### config.mk
export PLATFORM = sky130hd
export DESIGN_NAME = alu_seq
export DESIGN_NICKNAME = d
export VERILOG_FILES = /design/src/rtl/alu_seq_pkg.sv /design/src/rtl/alu_seq_mul.sv /design/src/rtl/alu_seq.sv
export SDC_FILE = /design/constraint.sdc
export NUM_CORES = 1
export LEC_CHECK = 0
export BUFFER_PORTS_ARGS = -buffer_cell sky130_fd_sc_hd__buf_2
export CORE_ASPECT_RATIO = 0.9
export CORE_MARGIN = 1
export CORE_UTILIZATION = 40
export CTS_CLUSTER_DIAMETER = 60
export DETAILED_ROUTE_END_ITERATION = 6
export PLACE_DENSITY_LB_ADDON = 0.3
export SKIP_LAST_GASP = 1
export SLEW_MARGIN = 20
export SYNTH_ARGS = -nofsm -noshare
export SYNTH_HDL_FRONTEND = slang
export SYNTH_HIERARCHICAL = 1
export SYNTH_SLANG_ARGS = --single-unit
### constraint.sdc
create_clock -name clk -period 4.5 [get_ports clk]
set_clock_uncertainty 0.1 [all_clocks]
set_input_delay 0.45 -clock clk [delete_from_list [all_inputs] [get_ports clk]]
set_output_delay 0.45 -clock clk [all_outputs]
set_load 0.01 [all_outputs]
### src/rtl/alu_seq_pkg.sv
// Shared types and helpers for the sequential picoMIPS ALU.
// Latency: n/a (types and a combinational helper only).
// Backpressure: n/a.
package alu_seq_pkg;

    // Widest datapath the saturation helper supports.
    localparam int MAXW = 64;

    typedef enum logic [2:0] {
        OP_ADD    = 3'd0,
        OP_SUB    = 3'd1,
        OP_MUL    = 3'd2,
        OP_MAC    = 3'd3,
        OP_CLRACC = 3'd4
    } op_t;

    typedef enum logic [1:0] {
        IDLE,
        ITER,
        FIN
    } state_t;

    // Width-generic clamp. It passes val through unless ovf is set. On
    // overflow it returns the most positive or most negative n-bit value,
    // chosen by neg. Callers truncate the result to their own width.
    function automatic logic [MAXW-1:0] sat_n(input logic            ovf,
                                              input logic            neg,
                                              input logic [MAXW-1:0] val,
                                              input int              n);
        logic [MAXW-1:0] lim;
        lim = '0;
        for (int i = 0; i < MAXW; i++) begin
            lim[i] = (i < n - 1);
        end
        // ~0..0111..1 has 100..0 in its low n bits, which is -2^(n-1).
        if (neg) begin
            lim = ~lim;
        end
        sat_n = ovf ? lim : val;
    endfunction

endpackage

### src/rtl/alu_seq_mul.sv
// Unsigned N x N radix-2 shift-add multiplier core; one partial product per step.
// Latency: N step cycles after load; the step count is kept by the caller.
// Backpressure: none; the multiplier holds its state whenever step is low.
//
// Ports: load captures mcand/mplier and clears the upper half of the product.
// Each step adds mcand into the upper half when the current multiplier bit is
// set, then shifts the whole product register right. After N steps, product
// holds mcand*mplier.
module mul_seq #(
    parameter int N = 8
) (
    input  logic           clk,
    input  logic           reset,
    input  logic           load,
    input  logic [N-1:0]   mcand,
    input  logic [N-1:0]   mplier,
    input  logic           step,
    output logic [2*N-1:0] product
);

    logic [N-1:0] mcand_q;
    logic [N:0]   partial;

    // The multiplier bits sit in the low half and are consumed from bit 0.
    // The N+1-bit sum keeps the carry, which is shifted back in at the top.
    assign partial = {1'b0, product[2*N-1:N]} + (product[0] ? {1'b0, mcand_q} : '0);

    always_ff @(posedge clk or posedge reset) begin
        if (reset) begin
            mcand_q <= '0;
            product <= '0;
        end else if (load) begin
            mcand_q <= mcand;
            product <= {{N{1'b0}}, mplier};
        end else if (step) begin
            product <= {partial, product[N-1:1]};
        end
    end

endmodule

### src/rtl/alu_seq.sv
// Sequential ALU: saturating add/sub (1 cycle), Q1.(N-1) multiply and MAC (N+2 cycles).
// Latency: single-cycle ops finish 1 cycle after start; MUL/MAC finish N+2 cycles after start.
// Backpressure: start is ignored while busy; there is no queueing and operands are not resampled.
//
// Ports: clk, reset (async, active-high); start/op/a/b request and operands,
// sampled only when idle; busy is high during ITER/FIN; done is a one-cycle
// completion pulse; result and flags {V,N,Z,C} hold until the next completion.
module alu_seq #(
    parameter int N    = 8,
    parameter int FRAC = N - 1,
    parameter bit SAT  = 1'b1
) (
    input  logic         clk,
    input  logic         reset,
    input  logic         start,
    input  logic [2:0]   op,
    input  logic [N-1:0] a,
    input  logic [N-1:0] b,
    output logic         busy,
    output logic         done,
    output logic [N-1:0] result,
    output logic [3:0]   flags
);
    import alu_seq_pkg::*;

    localparam int CW = $clog2(N);
    localparam int HW = N - FRAC + 1;   // product bits that must agree in sign

    state_t          state, state_nxt;
    logic [CW-1:0]   cnt;
    logic            neg_q;
    logic            mac_q;
    logic [N-1:0]    acc;
    logic            is_mul_op;
    logic            mul_load;
    logic [N-1:0]    mag_a, mag_b;
    logic [2*N-1:0]  product;

    // Single-cycle datapath
    logic [N-1:0]    bx;
    logic [N:0]      sum_ext;
    logic            add_v;
    logic [N-1:0]    sc_res;
    logic [3:0]      sc_flags;

    // Multi-cycle finish datapath
    logic [2*N-1:0]  p_s;
    logic [HW-1:0]   p_hi;
    logic            mul_v;
    logic [N-1:0]    m_res;
    logic [N-1:0]    acc_sum;
    logic            acc_v;
    logic [N-1:0]    fin_res;
    logic            fin_v;
    logic [3:0]      fin_flags;

    assign is_mul_op = (op == OP_MUL) || (op == OP_MAC);
    assign mul_load  = (state == IDLE) && start && is_mul_op;
    assign busy      = (state != IDLE);

    // The core multiplies magnitudes. |-2^(N-1)| = 2^(N-1) still fits in N
    // unsigned bits, so the most negative operand needs no special case.
    assign mag_a = a[N-1] ? -a : a;
    assign mag_b = b[N-1] ? -b : b;

    mul_seq #(.N(N)) u_mul (
        .clk     (clk),
        .reset   (reset),
        .load    (mul_load),
        .mcand   (mag_a),
        .mplier  (mag_b),
        .step    (state == ITER),
        .product (product)
    );

    always_comb begin
        bx       = (op == OP_SUB) ? ~b : b;
        sum_ext  = {1'b0, a} + {1'b0, bx} + {{N{1'b0}}, (op == OP_SUB)};
        add_v    = (a[N-1] == bx[N-1]) && (sum_ext[N-1] != a[N-1]);
        sc_res   = '0;
        sc_flags = '0;
        case (op)
            OP_ADD, OP_SUB: begin
                sc_res   = N'(sat_n(add_v && SAT, a[N-1], MAXW'(sum_ext[N-1:0]), N));
                sc_flags = {add_v, sc_res[N-1], (sc_res == '0), sum_ext[N]};
            end
            OP_CLRACC: sc_flags = 4'b0010;
            default:   sc_flags = 4'b0000;   // reserved codes: zero result, zero flags
        endcase
    end

    always_comb begin
        p_s     = neg_q ? -product : product;
        // The shift followed by truncation is a floor slice of the signed
        // product. It rounds toward minus infinity, never toward zero.
        p_hi    = HW'(p_s >> (FRAC + N - 1));
        mul_v   = !((&p_hi) || !(|p_hi));
        m_res   = N'(sat_n(mul_v && SAT, p_s[2*N-1], MAXW'(N'(p_s >> FRAC)), N));
        acc_sum = acc + m_res;
        acc_v   = (acc[N-1] == m_res[N-1]) && (acc_sum[N-1] != acc[N-1]);
        fin_res = mac_q ? N'(sat_n(acc_v && SAT, acc[N-1], MAXW'(acc_sum), N)) : m_res;
        fin_v   = mul_v || (mac_q && acc_v);
        fin_flags = {fin_v, fin_res[N-1], (fin_res == '0), 1'b0};
    end

    always_ff @(posedge clk or posedge reset) begin
        if (reset) begin
            state <= IDLE;
        end else begin
            state <= state_nxt;
        end
    end

    always_comb begin
        state_nxt = state;
        case (state)
            IDLE:    if (start && is_mul_op) state_nxt = ITER;
            ITER:    if (cnt == '0)          state_nxt = FIN;
            FIN:     state_nxt = IDLE;
            default: state_nxt = IDLE;
        endcase
    end

    always_ff @(posedge clk or posedge reset) begin
        if (reset) begin
            cnt    <= '0;
            neg_q  <= 1'b0;
            mac_q  <= 1'b0;
            acc    <= '0;
            result <= '0;
            flags  <= '0;
            done   <= 1'b0;
        end else begin
            done <= 1'b0;
            case (state)
                IDLE: begin
                    if (start) begin
                        if (is_mul_op) begin
                            cnt   <= CW'(N - 1);
                            neg_q <= a[N-1] ^ b[N-1];
                            mac_q <= (op == OP_MAC);
                        end else begin
                            result <= sc_res;
                            flags  <= sc_flags;
                            done   <= 1'b1;
                            if (op == OP_CLRACC) begin
                                acc <= '0;
                            end
                        end
                    end
                end
                ITER: cnt <= cnt - CW'(1);
                FIN: begin
                    result <= fin_res;
                    flags  <= fin_flags;
                    done   <= 1'b1;
                    if (mac_q) begin
                        acc <= fin_res;
                    end
                end
                default: ;
            endcase
        end
    end

endmodule

==> metrics.txt <==
outcome complete, no violations; commonest cells after routing, fill and taps aside sky130_fd_sc_hd__dfrtp_1, sky130_fd_sc_hd__nand2_1, sky130_fd_sc_hd__o21ai_0; number of detailed-route iterations in the first pass 4; starting density of the core about two fifths; sequential element share of the synthesized area 28.79%; critical path required time 4.63 ns; worst slack after detailed placement -0.2430 ns; cell count after placement between 600 and 700; share of post-route cells with drive strength above 1 19.43%; CTS buffer count 5; fraction of registers with async set or reset after synthesis 100.0%; switching share of power 47.05%; Post-Layout Cell Count 694; width of the chip 113.0 um; sort of element at the end of the critical path flop; number of violations reported at the end of detailed-routing iteration 0 171; most frequent standard cell in the layout excluding fill and tap cells sky130_fd_sc_hd__dfrtp_1; f_max 0.2335 GHz; master of the slowest instance on the critical path sky130_fd_sc_hd__fa_1; number of inserted filler cells in the final layout around 1100; type of origin of the critical path primary input; height of the die 101.9 um; maximum level of the CTS H-tree 2; Syn Inst Count roughly 520; overall power after layout 0.003885 W; yosys synthesis warning count 6; total nets after synthesis 568; number of port buffers 35; area of the multi-input gates 3030 um^2; final setup violation count 0; Post-synth top flop sky130_fd_sc_hd__dfrtp_1; ratio of final minimum period to clock period a little over nine tenths; cell mode on critical path sky130_fd_sc_hd__a21o_1; max capacitance violation total 0; core area 10810 um^2; final setup slack of the worst path about 0.22 ns; clock tree from TritonCTS built; cells traversed along the worst timing path buf_2 > or3b_4 > xnor2_2 > ha_1 > a211oi_1 > o21ai_0 > a31o_2 > a21o_1 > a21o_1 > a21oi_1 > fa_1 > xor2_1 > nor2_2 > mux2i_1 > nor4_1 > nand3b_1 > o32ai_2 > a41o_1; count of flip-flops with a built-in enable after synthesis 0; critical path class in2reg; antenna-violating nets left 0; Residual DRC 0; total power per unit cell area 766.3 nW/um^2; post-layout minimum cycle time 4.282 ns; Clock power frac 10.9%; kind of cell with the highest combined delay on the critical path compound AO/OA/AOI/OAI gates; setup TNS after final layout 0 ns; routed wire length per instance 16.21 um; total global routing overflow 0; worst-case headroom to the max-slew limit 38.30%; mean area per synthesized cell around 8.6 um^2; CP max stage delay approximately 0.47 ns; clock sink total 51; flip-flop and latch count after synthesis 51; die outline area 11510 um^2; switching pwr 0.001828 W; drt total wl 11.25 mm; largest net degree at the start of global routing 28; antenna violations before repair 0; share of total power in combinational logic 64.6%; maximum root-to-sink buffer count 2; final hold violations 0; clock latency on the worst-skew pair 0.29 ns; power share of the sequential group between 20% and 30%; worst supply voltage drop on vdd 286.5 uV; number of global-route vias before repair 3794; worst slew pin tran 0.9198 ns; classification of the worst-slack hold path in2async; largest fanout of any net on the critical path 7; Internal Pwr Total 0.002057 W; I/O pin count 36; Register Area 1276 um^2; detail-routed via count per cell 5.807; clock slew seen by the registers of the worst setup and hold paths 0.07 ns; via count of the routed design a little over 4000; count of different cell masters after synthesis 79; final net count a little over 600; number of max-slew violations in the final report 0; Register-to-Register Setup Slack 0.29 ns; ant diodes 0; Buffers & Inverters on Critical Path 1; CTS root buf sky130_fd_sc_hd__clkbuf_16; Crit path arrival time 4.41 ns; global placer's final weighted congestion 0.8629; synthesized area 4433 um^2; global-route wire length before repair 18.53 mm; Total Routing Usage GR between 20% and 30%; Area Growth Syn to Fin 14.37%; cell leakage power 2.232 nW; Cell Rows 36; half-perimeter wire length after placement 8.788 mm
-- logic make-up after synthesis --
| group | after synthesis | synth area share (%) |
|---|---|---|
| muxes | 24 | 5.871 |
| adders and majority gates | 34 | 10.10 |
| buffers and inverters | 44 | 3.951 |
| DFF | 51 | 28.79 |
| and+or+nand+nor | 170 | 21.22 |
| AOI/OAI and AO/OA | 158 | 23.34 |
| xor gates and xnor gates | 34 | 6.718 |
-- through the flow --
step / instance area, um^2 / utilization [%] / hold slack [ns]
4_1_cts: 5016 / 46.40 / 0.3318
3_3_place_gp: 4857 / 44.93 / 0.3522
3_5_place_dp: 4857 / 44.93 / 0.3714
6_report: 5070 / 46.90 / 0.1397
5_1_grt: 5070 / 46.90 / 0.1904
2_1_floorplan: 4433 / - / 0.3396
-- synth_stat cells (all sizes together), types with 3 or more instances --
cell type	instances	area share, %
nor4b	3	0.73
a22oi	4	0.68
nor3	9	1.1
buf	8	0.90
fa	4	1.8
inv	25	2.1
or2	3	0.48
or3	10	1.4
ha	27	7.6
nand2b	10	1.4
xnor2	27	5.3
a211oi	8	1.5
dfrtp	51	29
mux2i	11	2.5
nand2	48	4.1
nor4	7	1.8
maj3	3	0.68
and2	10	1.4
clkbuf	10	0.85
nand3	14	1.6
o211ai	5	0.85
mux2	13	3.4
a21o	9	1.5
nand4	3	0.56
nor2	31	2.7
a21boi	5	0.85
o21a	5	0.85
o21ai	52	6.0
o31ai	9	1.7
xor2	7	1.4
a21oi	35	4.2
or4	3	0.68
a31oi	4	0.71
nor2b	8	1.1
-- area by class of cell --
cell class,instances,area share (%)
sequential,51,25.17
timing repair buffer,57,6.713
inverter,26,1.925
multi-input combinational,420,59.77
tap,133,3.282
clock inverter,1,0.5923
clock buffer,6,2.542
-- layer usage --
metal | GRT usage [%] | part of all wire (%)
met2 | 34.47 | 47
met3 | 2.550 | 3.9
met1 | 27.12 | 47
met4 | 5.870 | 1.8
met5 | 0 | 0
-- final timing paths --
check / startpoint / endpoint / cells past startpoint
setup / recovery: op[1] / flags[1]$_DFFE_PP0P_ / 18
hold / removal: reset / flags[0]$_DFFE_PP0P_ / 2
setup reg to reg: u_mul/product[7]$_DFFE_PP0P_ / acc[0]$_DFFE_PP0P_ / 14
hold reg to reg: cnt[0]$_DFFE_PP0P_ / cnt[0]$_DFFE_PP0P_ / 1
max in group asynchronous: reset / u_mul/product[12]$_DFFE_PP0P_ / 2
min in group clk: cnt[0]$_DFFE_PP0P_ / cnt[0]$_DFFE_PP0P_ / 1
-- flip-flops by register name (all words and copies together), names as in the netlist --
signal,count
acc,8
cnt,3
done,1
flags,3
mac_q,1
neg_q,1
result,8
state,2
u_mul/mcand_q,8
u_mul/product,16
-- timing repair --
action	4_1_cts	5_1_grt
setup endpoints to repair	0	9
hold buffers	0	0
setup buffers	0	1
resized for setup	0	10
-- worst reg2reg max path, cell delays in order (launching register included) --
cell and delay [ns]:
sky130_fd_sc_hd__dfrtp_1 0.47, sky130_fd_sc_hd__nor4_4 0.34, sky130_fd_sc_hd__nand4_1 0.23, sky130_fd_sc_hd__buf_4 0.21, sky130_fd_sc_hd__mux2_2 0.29, sky130_fd_sc_hd__a21oi_1 0.27
sky130_fd_sc_hd__ha_1 0.28, sky130_fd_sc_hd__o211ai_1 0.11, sky130_fd_sc_hd__o21ai_0 0.48, sky130_fd_sc_hd__o31ai_4 0.17, sky130_fd_sc_hd__nor4_2 0.36, sky130_fd_sc_hd__or2b_2 0.25
sky130_fd_sc_hd__a21oi_1 0.05, sky130_fd_sc_hd__or3_1 0.41, sky130_fd_sc_hd__o21ai_2 0.13
-- power groups by stage --
stage	sequential [W]	clock [W]	combinational [W]
floorplan	0.000881	0	0.00185
global placement	0.000942	0	0.00237
detailed placement	0.000950	0	0.00243
CTS	0.000944	0.000429	0.00245
global route	0.000990	0.000446	0.00280
finish	0.000950	0.000424	0.00251
(Power assumes the default switching activity.)
